[src/rtl/knn_stream_sorter_if.sv]
// Data-point stream between the fetch unit (master) and the KNN sorter (slave).
interface knn_stream_sorter_if #(
  parameter int COORD_W = 16,
  parameter int LABEL_W = 8
);
  logic                      dp_valid;
  logic                      dp_ready;
  logic signed [COORD_W-1:0] dp_x;
  logic signed [COORD_W-1:0] dp_y;
  logic        [LABEL_W-1:0] dp_label;

  modport master (output dp_valid, dp_x, dp_y, dp_label, input dp_ready);
  modport slave  (input dp_valid, dp_x, dp_y, dp_label, output dp_ready);
endinterface

[src/rtl/knn_stream_sorter.sv]
// Streaming k-nearest-neighbour engine: two-stage distance pipeline feeding a
// sorted K-entry insertion list with stable ordering on equal distances.
//
// state  | meaning
// -------+-----------------------------------------------------------
// IDLE   | waiting for start; outputs hold the previous query result
// RUN    | accepting data points until n_points have been taken
// DRAIN  | waiting for the distance pipeline to empty (two cycles minimum)
// DONE   | one-cycle done pulse, list final
module knn_stream_sorter #(
  parameter  int COORD_W = 16,
  parameter  int LABEL_W = 8,
  parameter  int K       = 4,
  parameter  int CNT_W   = 16,
  localparam int DIST_W  = 2*COORD_W+3,
  localparam int NC_W    = $clog2(K+1)
) (
  input  logic                      clk,
  input  logic                      rst,
  input  logic                      start,
  input  logic signed [COORD_W-1:0] test_x,
  input  logic signed [COORD_W-1:0] test_y,
  input  logic                      metric,
  input  logic        [CNT_W-1:0]   n_points,
  knn_stream_sorter_if.slave        dp,
  output logic                      busy,
  output logic                      done,
  output logic        [NC_W-1:0]    nb_count,
  output logic        [K*DIST_W-1:0]  nb_dist,
  output logic        [K*LABEL_W-1:0] nb_label
);

  typedef enum logic [1:0] {S_IDLE, S_RUN, S_DRAIN, S_DONE} state_t;

  state_t                    state, state_nx;
  logic signed [COORD_W-1:0] tx_q, ty_q;
  logic                      metric_q;
  logic        [CNT_W-1:0]   npts_q, acc_q;
  logic                      ready_q;
  logic                      drain_fresh;
  logic                      hs, last_hs;

  logic                      s1_v, s2_v;
  logic signed [COORD_W:0]   dx_q, dy_q;
  logic        [LABEL_W-1:0] s1_lab, s2_lab;
  logic        [DIST_W-1:0]  s2_dist;

  logic        [DIST_W-1:0]  lst_d [K];
  logic        [LABEL_W-1:0] lst_l [K];
  logic        [NC_W-1:0]    cnt_q;

  assign hs      = (state == S_RUN) && ready_q && dp.dp_valid;
  assign last_hs = hs && ((acc_q + CNT_W'(1)) == npts_q);
  assign dp.dp_ready = ready_q;

  // FSM state register
  always_ff @(posedge clk or negedge rst) begin
    if (!rst) state <= S_IDLE;
    else      state <= state_nx;
  end

  // FSM next-state logic
  always_comb begin
    state_nx = state;
    case (state)
      S_IDLE:  if (start) state_nx = (n_points == '0) ? S_DRAIN : S_RUN;
      S_RUN:   if (last_hs) state_nx = S_DRAIN;
      S_DRAIN: if (!drain_fresh && !s1_v && !s2_v) state_nx = S_DONE;
      S_DONE:  state_nx = S_IDLE;
      default: state_nx = S_IDLE;
    endcase
  end

  // FSM outputs
  always_comb begin
    busy = (state != S_IDLE);
    done = (state == S_DONE);
  end

  // Query parameters, accepted counter and registered ready flag.
  // drain_fresh marks the first DRAIN cycle so an empty query still spends
  // two cycles draining.
  always_ff @(posedge clk or negedge rst) begin
    if (!rst) begin
      tx_q        <= '0;
      ty_q        <= '0;
      metric_q    <= 1'b0;
      npts_q      <= '0;
      acc_q       <= '0;
      ready_q     <= 1'b0;
      drain_fresh <= 1'b0;
    end else begin
      drain_fresh <= (state_nx == S_DRAIN) && (state != S_DRAIN);
      if (state == S_IDLE && start) begin
        tx_q     <= test_x;
        ty_q     <= test_y;
        metric_q <= metric;
        npts_q   <= n_points;
        acc_q    <= '0;
        ready_q  <= (n_points != '0);
      end else if (hs) begin
        acc_q   <= acc_q + CNT_W'(1);
        ready_q <= !last_hs;
      end
    end
  end

  // Stage 1: coordinate differences, one bit wider so they cannot overflow
  logic signed [COORD_W:0] dx_c, dy_c;
  assign dx_c = {tx_q[COORD_W-1], tx_q} - {dp.dp_x[COORD_W-1], dp.dp_x};
  assign dy_c = {ty_q[COORD_W-1], ty_q} - {dp.dp_y[COORD_W-1], dp.dp_y};

  always_ff @(posedge clk or negedge rst) begin
    if (!rst) begin
      s1_v   <= 1'b0;
      dx_q   <= '0;
      dy_q   <= '0;
      s1_lab <= '0;
    end else begin
      s1_v <= hs;
      if (hs) begin
        dx_q   <= dx_c;
        dy_q   <= dy_c;
        s1_lab <= dp.dp_label;
      end
    end
  end

  // Stage 2: distance. Operands are sign-extended to the product width so the
  // low bits of the unsigned product equal the (non-negative) square.
  logic [2*COORD_W+1:0] dxe, dye, sqx, sqy;
  logic [COORD_W:0]     adx, ady;
  logic [DIST_W-1:0]    dist_c;

  always_comb begin
    dxe    = {{(COORD_W+1){dx_q[COORD_W]}}, dx_q};
    dye    = {{(COORD_W+1){dy_q[COORD_W]}}, dy_q};
    sqx    = dxe * dxe;
    sqy    = dye * dye;
    adx    = dx_q[COORD_W] ? (~dx_q + (COORD_W+1)'(1)) : dx_q;
    ady    = dy_q[COORD_W] ? (~dy_q + (COORD_W+1)'(1)) : dy_q;
    dist_c = metric_q ? (DIST_W'(adx) + DIST_W'(ady))
                      : (DIST_W'(sqx) + DIST_W'(sqy));
  end

  // Stage 2 register
  always_ff @(posedge clk or negedge rst) begin
    if (!rst) begin
      s2_v    <= 1'b0;
      s2_dist <= '0;
      s2_lab  <= '0;
    end else begin
      s2_v <= s1_v;
      if (s1_v) begin
        s2_dist <= dist_c;
        s2_lab  <= s1_lab;
      end
    end
  end

  // Stage 3 insertion. le_ext[i+1] flags valid entries at or below the new
  // distance; because the list is sorted this is a prefix, so the new entry
  // lands at the first cleared position after all equal entries (stable).
  logic [K:0]         le_ext;
  logic [DIST_W-1:0]  sh_d [K];
  logic [LABEL_W-1:0] sh_l [K];
  logic [DIST_W-1:0]  nx_d [K];
  logic [LABEL_W-1:0] nx_l [K];
  logic [NC_W-1:0]    cnt_nx;

  always_comb begin
    le_ext[0] = 1'b1;
    for (int i = 0; i < K; i++)
      le_ext[i+1] = (NC_W'(i) < cnt_q) && (lst_d[i] <= s2_dist);
    sh_d[0] = '0;
    sh_l[0] = '0;
    for (int i = 1; i < K; i++) begin
      sh_d[i] = lst_d[i-1];
      sh_l[i] = lst_l[i-1];
    end
    for (int i = 0; i < K; i++) begin
      if (le_ext[i+1]) begin
        nx_d[i] = lst_d[i];
        nx_l[i] = lst_l[i];
      end else if (le_ext[i]) begin
        nx_d[i] = s2_dist;
        nx_l[i] = s2_lab;
      end else begin
        nx_d[i] = sh_d[i];
        nx_l[i] = sh_l[i];
      end
    end
    if (le_ext[K] || cnt_q == NC_W'(K)) cnt_nx = cnt_q;
    else                                cnt_nx = cnt_q + NC_W'(1);
  end

  // Neighbour list storage
  always_ff @(posedge clk or negedge rst) begin
    if (!rst) begin
      cnt_q <= '0;
      for (int i = 0; i < K; i++) begin
        lst_d[i] <= '0;
        lst_l[i] <= '0;
      end
    end else if (state == S_IDLE && start) begin
      cnt_q <= '0;
    end else if (s2_v) begin
      cnt_q <= cnt_nx;
      for (int i = 0; i < K; i++) begin
        lst_d[i] <= nx_d[i];
        lst_l[i] <= nx_l[i];
      end
    end
  end

  // Pack list onto output buses
  always_comb begin
    nb_count = cnt_q;
    for (int i = 0; i < K; i++) begin
      nb_dist[i*DIST_W +: DIST_W]   = lst_d[i];
      nb_label[i*LABEL_W +: LABEL_W] = lst_l[i];
    end
  end

endmodule

[src/flat_wrapper.sv]
// flat-port wrapper written by rule: the top's interface ports become plain ports
module knn_stream_sorter_flat 
#(
  parameter  int COORD_W = 16,
  parameter  int LABEL_W = 8,
  parameter  int K       = 4,
  parameter  int CNT_W   = 16,
  localparam int DIST_W  = 2*COORD_W+3,
  localparam int NC_W    = $clog2(K+1)
)
  (clk, rst, start, test_x, test_y, metric, n_points, busy, done, nb_count, nb_dist, nb_label, dp_dp_valid, dp_dp_x, dp_dp_y, dp_dp_label, dp_dp_ready);
  knn_stream_sorter_if #(.COORD_W(COORD_W), .LABEL_W(LABEL_W)) dp_i ();
  input  logic clk;
  input  logic rst;
  input  logic start;
  input  logic signed [COORD_W-1:0] test_x;
  input  logic signed [COORD_W-1:0] test_y;
  input  logic metric;
  input  logic        [CNT_W-1:0] n_points;
  output logic busy;
  output logic done;
  output logic        [NC_W-1:0] nb_count;
  output logic        [K*DIST_W-1:0] nb_dist;
  output logic        [K*LABEL_W-1:0] nb_label;
  input wire logic [$bits(dp_i.dp_valid)-1:0] dp_dp_valid;
  input wire logic [$bits(dp_i.dp_x)-1:0] dp_dp_x;
  input wire logic [$bits(dp_i.dp_y)-1:0] dp_dp_y;
  input wire logic [$bits(dp_i.dp_label)-1:0] dp_dp_label;
  output wire logic [$bits(dp_i.dp_ready)-1:0] dp_dp_ready;
  assign dp_i.dp_valid = dp_dp_valid;
  assign dp_i.dp_x = dp_dp_x;
  assign dp_i.dp_y = dp_dp_y;
  assign dp_i.dp_label = dp_dp_label;
  assign dp_dp_ready = dp_i.dp_ready;
  knn_stream_sorter #(.COORD_W(COORD_W), .LABEL_W(LABEL_W), .K(K), .CNT_W(CNT_W)) u_core (.clk(clk), .rst(rst), .start(start), .test_x(test_x), .test_y(test_y), .metric(metric), .n_points(n_points), .dp(dp_i), .busy(busy), .done(done), .nb_count(nb_count), .nb_dist(nb_dist), .nb_label(nb_label));
endmodule
[config.mk]
export PLATFORM = sky130hd
export DESIGN_NAME = knn_stream_sorter_flat
export DESIGN_NICKNAME = d
export VERILOG_FILES = /design/src/rtl/knn_stream_sorter_if.sv /design/src/rtl/knn_stream_sorter.sv /design/src/flat_wrapper.sv
export SDC_FILE = /design/constraint.sdc
export NUM_CORES = 2
export LEC_CHECK = 0
export ABC_CLOCK_PERIOD_IN_PS = 20900
export CAP_MARGIN = 20
export CORE_ASPECT_RATIO = 0.6
export CORE_UTILIZATION = 40
export DETAILED_ROUTE_END_ITERATION = 7
export HOLD_SLACK_MARGIN = 0.08
export PLACE_DENSITY = 0.57
export SYNTH_ARGS = -nofsm -noshare
export SYNTH_HDL_FRONTEND = slang
export SYNTH_SLANG_ARGS = --single-unit
[constraint.sdc]
create_clock -name clk -period 20.9 [get_ports clk]
set_input_delay 6.27 -clock clk [delete_from_list [all_inputs] [get_ports clk]]
set_output_delay 6.27 -clock clk [all_outputs]
set_load 0.01 [all_outputs]
-- Word level (Yosys, flattened, before mapping)
Index checks and enable logic that the tools add are counted.
- flip-flop bits (word level): 331
- output and inout port bits: 178
- logic and storage cells: 105
- add/subtract/negate cells: 8
- multiply operators: 2
- order comparisons: 8
- eq/ne operators: 8
- muxes and demuxes: 21
- bitwise gates (word level): 7
- reduce and logical (&&, ||, !) cells: 27
- operators with widths (operator ; number):
    $le 35x35->1 ; 4
    $mux 35 ; 4
    $mul 17x17->34 ; 2
    $add 34x34->35 ; 1
    $add 17x2->17 const B ; 2
    $mux 17 ; 2
    $not 17->17 ; 2
    $sub 16x16->17 ; 2
    $mux 16 ; 2
    $mux 8 ; 3
    $add 17x17->18 ; 1
    $add 16x1->16 const B ; 1
    $eq 16x16->1 ; 1
    $logic_not 16->1 ; 1
    $reduce_bool 16->1 ; 1
    $reduce_and 3->1 ; 4
    $logic_and 1x1->1 ; 11
    $mux 3 ; 3
    $mux 2 ; 4
    $pmux 2 s4 ; 1
    $eq 2x2->1 const B ; 3
    $lt 1x3->1 const A ; 2
    $lt 2x3->1 const A ; 2
    $reduce_bool 2->1 ; 3
    other kinds (10) ; 19

-- Logic depth before layout (Yosys ltp)
- depth in word-level cells: 8
- gate-level depth with buffers: 34

-- Worst setup path before layout
OpenSTA, ideal clock, no wires.
- kind: input -> register
- from: in dp_dp_x[0]
- to: reg u_core.dx_q[16]
- library setup time: 0.137 ns
- data arrival time: 8.056 ns
- path slack: 12.707 ns
- cell stages on the path: 11
- buffers on the path: 0
- path through: ha_1 > fa_1 > nand2b_1 > a21boi_0 > o21ai_0 > a21oi_1 > a211oi_1 > nor2_1 > a2111oi_0 > a21oi_1 > o21ai_0
- cells in the longest elaborated chain, start to end: 1
- ends and longest elaborated chain (what ; RTL line ; source):
    start, declared ; flat_wrapper.sv:26 ; input wire logic [$bits(dp_i.dp_x)-1:0] dp_dp_x;
    $sub 16x16->17 ; knn_stream_sorter.sv:110 ; assign dx_c = {tx_q[COORD_W-1], tx_q} - {dp.dp_x[COORD_W-1], dp.dp_x};
    end signal, assigned ; knn_stream_sorter.sv:116 ; dx_q <= '0;
    end signal, assigned ; knn_stream_sorter.sv:122 ; dx_q <= dx_c;
    end, declared ; knn_stream_sorter.sv:44 ; logic signed [COORD_W:0] dx_q, dy_q;
No other way between the ends.
A chain may end at the register's enable or synchronous reset.

-- Worst setup path after layout
- from: reg u_core.dx_q[11]
- to: reg u_core.s2_dist[30]
- cells in the longest elaborated chain, start to end: 3
- ends and longest elaborated chain (what ; RTL line ; source):
    $mul 17x17->34 ; knn_stream_sorter.sv:138 ; sqx = dxe * dxe;
    $add 34x34->35 ; knn_stream_sorter.sv:143 ; : (DIST_W'(sqx) + DIST_W'(sqy));
    $mux 35 ; knn_stream_sorter.sv:142 ; dist_c = metric_q ? (DIST_W'(adx) + DIST_W'(ady))
    end signal, assigned ; knn_stream_sorter.sv:155 ; s2_dist <= dist_c;
    end, declared ; knn_stream_sorter.sv:46 ; logic [DIST_W-1:0] s2_dist;
No other way between the ends.

==> out/metrics.yaml <==
floorplan:
  die_x_um: 415
  ios: 271
  fp.coreArea_mm2: 0.101
  die_h_um: 250
  rows: 90
  die_area_mm2: 0.104
  initial_core_util_pct: 40.6
setup_path:
  arrival_ns: 9.65
  crit_type: "reg -> reg"
  critPathCaptureType: "flip-flop"
  critPathMaxStageDelay_ns: 0.89
  cp_max_fo: 17
  crit_top_cell: "fa_1"
  worstPathRequired_ns: 21.33
  crit_path_start_kind: "flip-flop"
  cpMaxStageDelayCell: "dfrtp_1"
final_layout:
  layout-drive-gt1-share_pct: 4.65
  layout.nets: 5580
  syn_to_final_growth_pct: 13.1
  num-fill-cells: 9711
  antennaDiodeCount: 0
global_route:
  grt_use_total_pct: 23.7
  antenna_found_initial: 4
  grt_pass1_wl_mm: 191
  grt_max_degree: 147
  grt_pass1_vias: 31400
  overflow: 0
sta:
  tightestPinTransition_ns: 1.07
  slew_headroom_pct: 28.4
  tns_ns: 0
  finalHoldViolCount: 0
  slew_viol_final: 0
  clock_skew_ns: 0.0300
  post-route-period-util_pct: 44.1
  rsz0062_at_grt: "false"
  clock.fmax_mhz: 108
  timing.final.crit_period_ns: 9.22
  setup_violations: 0
synthesis:
  yosys_warnings: 0
  async_reset_ff_share_pct: 100
  synth_enable_flop_cells: 0
  ys_ff_latch: 331
  synth.distinct_cells: 83
  synth_area_mm2: 0.0410
  synth_cells: 4342
  syn_nets: 5389
  ys_seq_area_share_pct: 20.2
  syn_avg_cell_area_um2: 9.45
  synth-main-ff-cell: "dfrtp_1"
placed_design:
  port_buffers: 270
  dp_hpwl_mm: 97.9
  place_congestion: 0.949
routing:
  num_vias: 30800
  viasPerCell: 5.22
  drtAntennaViolNets: 0
  drc_errors: 0
  detail_route.wirelength_mm: 122
  drt_iter0_markers: 2395
  wl_per_cell_um: 20.8
  drt_first_pass_iters: 5
flow_run:
  drv_cap: 0
worst_hold_path:
  hold_path_class: "reg -> reg"
cts:
  clock_latency_ns: 0.61
  cts-buffers-inserted: 38
  cts_htree_levels: 2
  cts_resized: 0
  clock_path_buffers: 3
  clkTransAtPathRegs_ns: 0.07
  cts_hold_buffers: 0
  post-cts-setup-buffers: 0
  ctsRootBufferMaster: "clkbuf_16"
  cts_tree: "yes"
  cts_sinks: 331
run_status:
  status: "completed"
## logic make-up after synthesis
family	synth area share [%]
mux	5.91
fa+ha+maj	39.0
buf+inv	8.83
xor+xnor	4.33
compound gates	11.0
simple gates	10.7
flops	20.2
## critical path: cells and delay by family, from the launching register on
family / cells / cell delay [ns]
adders and majority gates: 8 / 3.65
AOI/OAI and AO/OA: 10 / 2.33
and+or+nand+nor: 5 / 0.99
DFF: 1 / 0.89
buffers and inverters: 5 / 0.87
xor gates and xnor gates: 2 / 0.29
## layer usage
metal / up-vias / wire length, um / GRT usage, %
met3: 90 / 10200 / 5.93
met4: 6 / 1430 / 3.19
met5: - / 133 / 0.733
met2: 1017 / 48100 / 32.7
li1: 14500 / - / -
met1: 15200 / 62400 / 37.5
## cells in the final DEF, fill, tap and decap left out, types with 11 or more instances in the layout
cell and instances:
or3_1 12, clkdlybuf4s50_1 269, nor4_1 15, buf_4 32, nor2b_1 39, o21bai_1 16, a31oi_1 11, clkbuf_16 38
a21o_1 86, o31ai_1 22, mux2i_1 131, inv_1 780, fa_1 544, mux2_1 15, a21oi_1 270, o211ai_1 16
nor3_1 29, nand4_1 40, and3_1 21, nor2_1 303, nand2_1 315, o21ai_0 149, ha_1 410, and2_1 83
nand2b_1 24, o22ai_1 19, mux2_2 84, xnor2_1 147, o21a_1 24, xor2_1 56, dfrtp_1 330, nand3_1 37
a211oi_1 27, o21ai_1 15
## through the flow
stage	hold slack, ns	std cells	area, um^2	worst slack (ns)	utilization (%)
after global routing	0.519	5893	46400	11.15	45.9
after CTS	0.479	5891	46400	11.83	45.9
final	0.478	5893	46400	11.68	45.9
after global placement	0.461	5825	45100	11.50	44.6
after detailed placement	0.465	5825	45100	11.36	44.6
after floorplan	0.352	4342	41000	12.71	-
## final timing paths
kind                                   from             endpoint  slack (ns)  cells after the start
setup / recovery            u_core.dx_q[11]   u_core.s2_dist[30]       11.68                     30
hold / removal             u_core.s1_lab[6]     u_core.s1_lab[6]        0.48                      2
setup reg to reg            u_core.dx_q[11]   u_core.s2_dist[30]       11.68                     30
hold reg to reg            u_core.s1_lab[6]     u_core.s1_lab[6]        0.48                      2
max in group asynchronous               rst     u_core.s2_lab[6]       13.57                      2
min in group asynchronous               rst  u_core.nb_dist[120]        5.76                      1
## sequential cells by signal (all words and copies together), names as in the netlist, 2 cells and up
register and cells:
u_core.s1_lab 8, u_core.nb_count 3, u_core.acc_q 16, u_core.nb_dist 140, u_core.dx_q 17, u_core.s2_lab 8, u_core.npts_q 16, u_core.dy_q 17
u_core.nb_label 32, u_core.ty_q 16, u_core.s2_dist 35, u_core.tx_q 16, u_core.state 2
## area by class of cell
type / count / area [um^2] / share of cell area [%]
sequential: 331 / 8280 / 17.9
tap: 1334 / 1670 / 3.60
clock buffer: 51 / 1070 / 2.31
timing repair buffer: 304 / 2980 / 6.43
clock inverter: 15 / 230 / 0.496
multi-input combinational: 3071 / 29200 / 62.9
inverter: 787 / 2950 / 6.37
## cells in the mapped netlist (all sizes together), types with 83 or more instances
library cell / count / area (um^2)
ha: 410 / 5130
inv: 781 / 2930
dfrtp: 331 / 8280
mux2i: 131 / 1310
nor2: 304 / 1140
a21oi: 273 / 1370
o21ai: 164 / 821
and2: 83 / 519
mux2: 99 / 1110
xnor2: 147 / 1290
nand2: 317 / 1200
a21o: 86 / 646
clkbuf: 110 / 413
fa: 544 / 10900
Power is not shown: default switching activity piles up to over one toggle a cycle in this logic, so the estimate is an artifact.
